## config.mk

```make
export PLATFORM = sky130hd
export DESIGN_NAME = bdd_node_loader
export DESIGN_NICKNAME = d
export VERILOG_FILES = /design/src/rtl/bdd_node_loader.sv
export SDC_FILE = /design/constraint.sdc
export NUM_CORES = 1
export LEC_CHECK = 0
export ABC_CLOCK_PERIOD_IN_PS = 6600
export BUFFER_PORTS_ARGS = -buffer_cell sky130_fd_sc_hd__buf_2
export CAP_MARGIN = 20
export CORE_MARGIN = 2
export CORE_UTILIZATION = 50
export CTS_CLUSTER_SIZE = 14
export DETAILED_ROUTE_END_ITERATION = 6
export PLACE_DENSITY_LB_ADDON = 0.3
export SLEW_MARGIN = 15
export SYNTH_ARGS = -nofsm -noshare
export SYNTH_HDL_FRONTEND = slang
export SYNTH_SLANG_ARGS = --single-unit
```

## constraint.sdc

```tcl
create_clock -name clk -period 6.6 [get_ports clk]
set_input_delay 0.99 -clock clk [delete_from_list [all_inputs] [get_ports clk]]
set_output_delay 0.99 -clock clk [all_outputs]
set_load 0.02 [all_outputs]
```

## src/rtl/bdd_node_loader.sv

```systemverilog
// Streams a byte-serial BDD node table into two SRAM write ports.
// A header byte gives the node count; each node is an 8-byte record.
module bdd_node_loader #(
    parameter int RAM1_DATA_WIDTH = 34,
    parameter int RAM2_DATA_WIDTH = 18,
    parameter int ADDR_WIDTH      = 8,
    parameter int DEPTH           = 32
) (
    input  logic                       clk,
    input  logic                       rst_in,
    input  logic                       start,
    input  logic [7:0]                 s_data,
    input  logic                       s_valid,
    output logic                       s_ready,
    output logic [ADDR_WIDTH-1:0]      wr_addr,
    output logic [RAM1_DATA_WIDTH-1:0] ram1_wdata,
    output logic [RAM2_DATA_WIDTH-1:0] ram2_wdata,
    output logic                       we,
    output logic                       load_done,
    output logic                       load_err,
    output logic [ADDR_WIDTH-1:0]      nodes_loaded
);

    typedef enum logic [2:0] {
        IDLE,
        HDR,
        COLLECT,
        WRITE,
        DONE,
        ERR
    } state_t;

    localparam logic [8:0] DEPTH_W = 9'(DEPTH);

    state_t                  state;
    state_t                  state_nxt;
    logic [2:0]              byte_cnt;
    logic [ADDR_WIDTH-1:0]   node_total;
    logic                    accept;
    logic                    start_ok;
    logic                    hdr_bad;
    logic [ADDR_WIDTH-1:0]   loaded_inc;

    assign accept     = s_valid & s_ready;
    assign start_ok   = start & ((state == IDLE) | (state == DONE) | (state == ERR));
    assign hdr_bad    = (s_data == 8'd0) | ({1'b0, s_data} > DEPTH_W);
    assign loaded_inc = nodes_loaded + 1'b1;

    // State register
    always_ff @(posedge clk or posedge rst_in) begin
        if (rst_in) state <= IDLE;
        else        state <= state_nxt;
    end

    // Next-state decode
    always_comb begin
        state_nxt = state;
        case (state)
            IDLE:    if (start_ok) state_nxt = HDR;
            HDR:     if (accept) state_nxt = hdr_bad ? ERR : COLLECT;
            COLLECT: if (accept && byte_cnt == 3'd7) state_nxt = WRITE;
            WRITE:   state_nxt = (loaded_inc == node_total) ? DONE : COLLECT;
            DONE:    if (start_ok) state_nxt = HDR;
            ERR:     if (start_ok) state_nxt = HDR;
            default: state_nxt = IDLE;
        endcase
    end

    // Handshake, strobe and status outputs
    always_comb begin
        s_ready   = 1'b0;
        we        = 1'b0;
        load_done = 1'b0;
        load_err  = 1'b0;
        case (state)
            HDR:     s_ready   = 1'b1;
            COLLECT: s_ready   = 1'b1;
            WRITE:   we        = 1'b1;
            DONE:    load_done = 1'b1;
            ERR:     load_err  = 1'b1;
            default: ;
        endcase
    end

    // Record assembly: the word registers shift bytes in MSB first, so the
    // oldest, unused upper bytes fall off the top by the end of the record.
    always_ff @(posedge clk or posedge rst_in) begin
        if (rst_in) begin
            byte_cnt     <= '0;
            node_total   <= '0;
            nodes_loaded <= '0;
            wr_addr      <= '0;
            ram1_wdata   <= '0;
            ram2_wdata   <= '0;
        end else begin
            if (start_ok) begin
                byte_cnt     <= '0;
                nodes_loaded <= '0;
            end
            if (state == HDR && accept) begin
                node_total <= ADDR_WIDTH'(s_data);
            end
            if (state == COLLECT && accept) begin
                byte_cnt <= byte_cnt + 3'd1;
                if (byte_cnt <= 3'd4) begin
                    ram1_wdata <= {ram1_wdata[RAM1_DATA_WIDTH-9:0], s_data};
                end else begin
                    ram2_wdata <= {ram2_wdata[RAM2_DATA_WIDTH-9:0], s_data};
                end
                if (byte_cnt == 3'd7) begin
                    wr_addr <= nodes_loaded;
                end
            end
            if (state == WRITE) begin
                nodes_loaded <= loaded_inc;
                byte_cnt     <= '0;
            end
        end
    end

endmodule

```

# Word level (Yosys, flattened, before mapping)
# Index checks and enable logic that the tools add are counted.
# totals
reg_bits,82
latch_bits,0
mem_bits_rw,0
rom_bits,0
inputBits,12
output_inout_bits,72
elab_cells,55
mem_count,0
# op_classes
addsub,2
multipliers,0
div,0
magnitude_cmp,2
n_eq_ne,10
shifts,0
n_mux,15
bitwise_logic,6
reduce_logical,13
# op_table
cell,count
3-bit 2-to-1 mux,8
8-bit 2-to-1 mux,2
3-bit one-hot mux with 4 select lines,1
3-bit == test (second input constant),3
8-bit by 1-bit adder with 8-bit output (second input constant),1
8-bit == test,1
8-bit by 6-bit greater-than comparator with 1-bit output (second input constant),1
8-bit zero test,1
3-bit by 2-bit == test with 1-bit output (second input constant),2
2-bit AND reduction,3
1-bit 2-to-1 mux,4
2-bit inequality test (second input constant),2
3-bit by 1-bit adder with 3-bit output (second input constant),1
3-bit by 1-bit == test with 1-bit output (second input constant),1
3-bit less-or-equal comparator (second input constant),1
1-bit logical AND,3
3-bit zero test,1
1-bit OR,3
3-bit AND reduction,1
3-bit nonzero test,1
3-bit OR reduction,1
1-bit AND,2
2-bit by 1-bit inequality test with 1-bit output (second input constant),1
2-bit nonzero test,1
other kinds (2),2

# Longest topological paths before layout
# logic_depth
word_depth,7
ltp_mapped,7
depth_no_buf,6

# Worst setup path before layout
# OpenSTA, ideal clock, no wires.
# synth_path
path_kind,input port to flip-flop
startpoint,input s_data[1]
endpoint,register state[0]
setup_ns,0.120
arrival_ns,2.269
t_required_ns,6.480
setup_slack_ns,4.211
path_stages,5
path_buffers,0
cell_sequence,or4_1 -> o21a_1 -> nor4_4 -> o2111ai_1 -> and3_1
# synth_via
elab_chain_cells,5
word_cells_on_any_way,6
classes_between,1 x order compare; 3 x mux; 1 x bitwise; 1 x reduce/logical
# synth_rtl
item,line_no,rtl
"start, declared",12,"input logic [7:0] s_data,"
8-bit by 6-bit greater-than comparator with 1-bit output / 8-bit zero test (equally long branches),46,"assign hdr_bad = (s_data == 8'd0) | ({1'b0, s_data} > DEPTH_W);"
1-bit OR (*),46,
3-bit 2-to-1 mux (*) (2 in series),60,HDR: if (accept) state_nxt = hdr_bad ? ERR : COLLECT;
3-bit one-hot mux with 4 select lines (*),58,case (state)
"end signal, assigned",52,else state <= state_nxt;
"end, declared",35,state_t state;
# Every way passes the cells marked *; elsewhere a longest branch is shown, timed or not. The select of a mux whose other input is x is not followed.
# A chain may end at the register's enable or synchronous reset.

# Worst setup path in the final report
# layout_path
startpoint,register state[0]
endpoint,output we
# layout_via
elab_chain_cells,2
# layout_rtl
item,line_no,rtl
3-bit by 2-bit == test with 1-bit output,75,case (state)
1-bit 2-to-1 mux,75,
"end, declared",18,"output logic we,"
# No other way between the ends.

==> results.md <==
- Status: finished clean
- Die area: 7886 sq um
- Worst slack, placed: between 3 and 4 ns
- Count leader, synth: dfrtp_1
- Count of pins over their slew limit: 0
- Vias in the first global route: around 2300
- CP Launch Type: flop
- P per Cell Area: about 340 nW/um^2
- Sequential share of the synthesized area: 0.5706
- Mapped Area: 3596 sq um
- Routed WL: slightly below 7000 um
- Actual slew at the worst max-slew pin: approximately 1.0 ns
- RSZ-0062 raised after global routing: false
- DRC viols: 0
- Core Area: between 6000 and 7000 sq um
- Largest net degree at the start of global routing: 83
- Tot Pwr: between 0.001 and 0.0015 W
- Layout area overhead: 19.76%
- Clk pin slew, worst setup/hold paths: 0.09 ns
- Final setup viols: 0
- Cell variety after synth: 45
- Slew headroom: 0.3130
- Area of the multi-input gates: between 1000 and 1500 sq um
- Post-synth EDFFs: 0
- Maxcap violations: 0
- First-pass GRT wire length: ~11000 um
- Ratio of cells with drive above 1 in the final layout: 0.3039
- Die Y: between 80 and 90 um
- Initial antenna violation count: 0
- Clk Latency, worst-skew pair: between 0.3 and 0.4 ns
- Setup Crit Path Kind: reg -> out
- Final critical-path required period: around 2.7 ns
- FF-to-FF Start: nodes_loaded[0]$_DFFE_PP0P_
- PostCTS Resize Cnt: 0
- Setup crit start: state[0]$_DFFE_PP0P_
- CP endpoint kind: output pin
- HP Start: wr_addr[6]$_DFFE_PP0P_
- Post-synth ARST share: 1.000
- Top cell type's share of synthesized area: 0.5706
- R2R cell count: 6
- Setup TNS: 0 ns
- Most used DFF post-synth: dfrtp_1
- Min-delay worst type: reg -> reg
- Reg-to-Reg End: state[2]$_DFFE_PP0P_
- Num CTS Buffers: 9
- Clock sinks: 82
- Starting DRC count in detailed routing: 140
- Syn_area_per_cell: ~13 sq um
- R2R setup slack: between 4 and 5 ns
- Die X: 88.81 um
- Global route overflow: 0
- CP required: roughly 5.6 ns
- Fin crit share: 0.4061
- Final ANT Viol Nets: 0
- Lkg Pwr: roughly 2.4 nW
- Critical path capture point: we
- Final WS setup: ~4 ns
- Yosys warns: 0
- CP max FO: 11
- Commonest cells in the netlist: 82 x dfrtp_1, 65 x mux2_1, 13 x nand2_1, 11 x o21ai_0
- DRT Pass-1 Iters: 4
- Io pins: 84
- Rows: 30
- ANT cells: 0
- Synth area leaders: dfrtp_1 57%, mux2_1 20%, xnor2_1 1.7%
- H-tree level count: 3
- Root Buffer: clkbuf_8
- Starting Density: 0.5235
- Fmax: about 0.37 GHz
- Final Skew: between 0.01 and 0.015 ns
- Sequential cell area: between 2000 and 2500 sq um
- Gp weighted congestion: 0.8701
- Layout fillers: 590
- Wire per inst: 15.08 um
- Hold Buf Count CTS: 0
- Routed vias/inst: approximately 5.3
- Maximum vdd drop: between 200 and 250 uV
- CP arrival: between 1.5 and 2 ns
- Buffers on Ports: between 80 and 90
- Hold Fails Final Rpt: 0
- Post-CTS Setup Bufs: 0
- Via count: ~2400
- CTS tree: done
- Max Root-Sink Buffers: 2
- Syn_nets: 290
- Final nets: roughly 370
- Overall routing resource usage: 0.1884
- Mapped Cells: 274
- Post-DP HPWL: 4886 um
- Cell taking the most area after synthesis: dfrtp_1
- Synth Register Bits: 82
[final cells by class]
| cell class | count | share of cell area |
|---|---|---|
| multi-input combinational | 169 | 0.3379 |
| clock inverter | 6 | 0.01133 |
| tap | 96 | 0.02789 |
| timing repair buffer | 86 | 0.1063 |
| inverter | 9 | 0.008135 |
| clock buffer | 10 | 0.03196 |
| sequential | 82 | 0.4765 |
[cells in the final DEF (no fill, tap or decap), types with 4 or more instances in the layout]
cell type	instances
xor2_1	5
nand2_1	13
a21oi_1	6
nand3_1	4
o21ai_0	11
nor2_1	7
mux2_1	65
dfrtp_1	82
xnor2_1	7
buf_2	83
clkbuf_8	10
inv_1	7
ha_1	4
[per-stage QoR]
stage,cells,hold WS [ns],util,instance area (sq um)
after floorplan,274,0.4782,-,3596
after global placement,441,0.4630,0.5958,4093
after detailed placement,441,0.4721,0.5958,4093
after CTS,457,0.4922,0.6230,4279
after global routing,458,0.5085,0.6270,4307
final,458,0.4836,0.6270,4307
[flip-flops by register name (all words and copies together) (netlist names)]
register      cells
state             3
node_total        8
ram1_wdata       34
nodes_loaded      8
wr_addr           8
ram2_wdata       18
byte_cnt          3
[logic make-up after synthesis]
kind of cell / Yosys count / share of synthesized area
buf+inv: 23 / 0.02679
mux: 68 / 0.2126
fa+ha+maj: 4 / 0.01392
flops: 82 / 0.5706
simple gates: 45 / 0.07168
compound gates: 40 / 0.07517
xor+xnor: 12 / 0.02923
[report_power, final]
group | total (W) | switching [W] | internal, W
clock network | 0.000339 | 0.000189 | 0.000150
registers | 0.000693 | 0.0000956 | 0.000598
logic | 0.000434 | 0.000250 | 0.000184
[worst min path at each step]
stage / endpoint / cells after the start
2_1_floorplan: node_total[0]$_DFFE_PP0P_ / 1
3_3_place_gp: wr_addr[6]$_DFFE_PP0P_ / 2
3_5_place_dp: wr_addr[6]$_DFFE_PP0P_ / 2
4_1_cts: wr_addr[6]$_DFFE_PP0P_ / 2
5_1_grt: ram1_wdata[33]$_DFFE_PP0P_ / 1
6_report: wr_addr[6]$_DFFE_PP0P_ / 2
[metal layers]
metal  vias up  part of all wire  global-route usage  wire length [um]
met5         -                 0                   0                 0
met4         0             0.016             0.07576               112
li1       1144                 -                   -                 -
met2        59              0.48              0.2734              3311
met3        10             0.049             0.04291               339
met1      1227              0.46              0.2752              3145
[critical path: stages (launching register included)]
cell and delay (ns):
dfrtp_1 0.50, nor2b_1 0.17, nand2_1 0.26, inv_2 0.23, buf_2 0.19
Note: power is estimated with default switching activity, not from simulation.
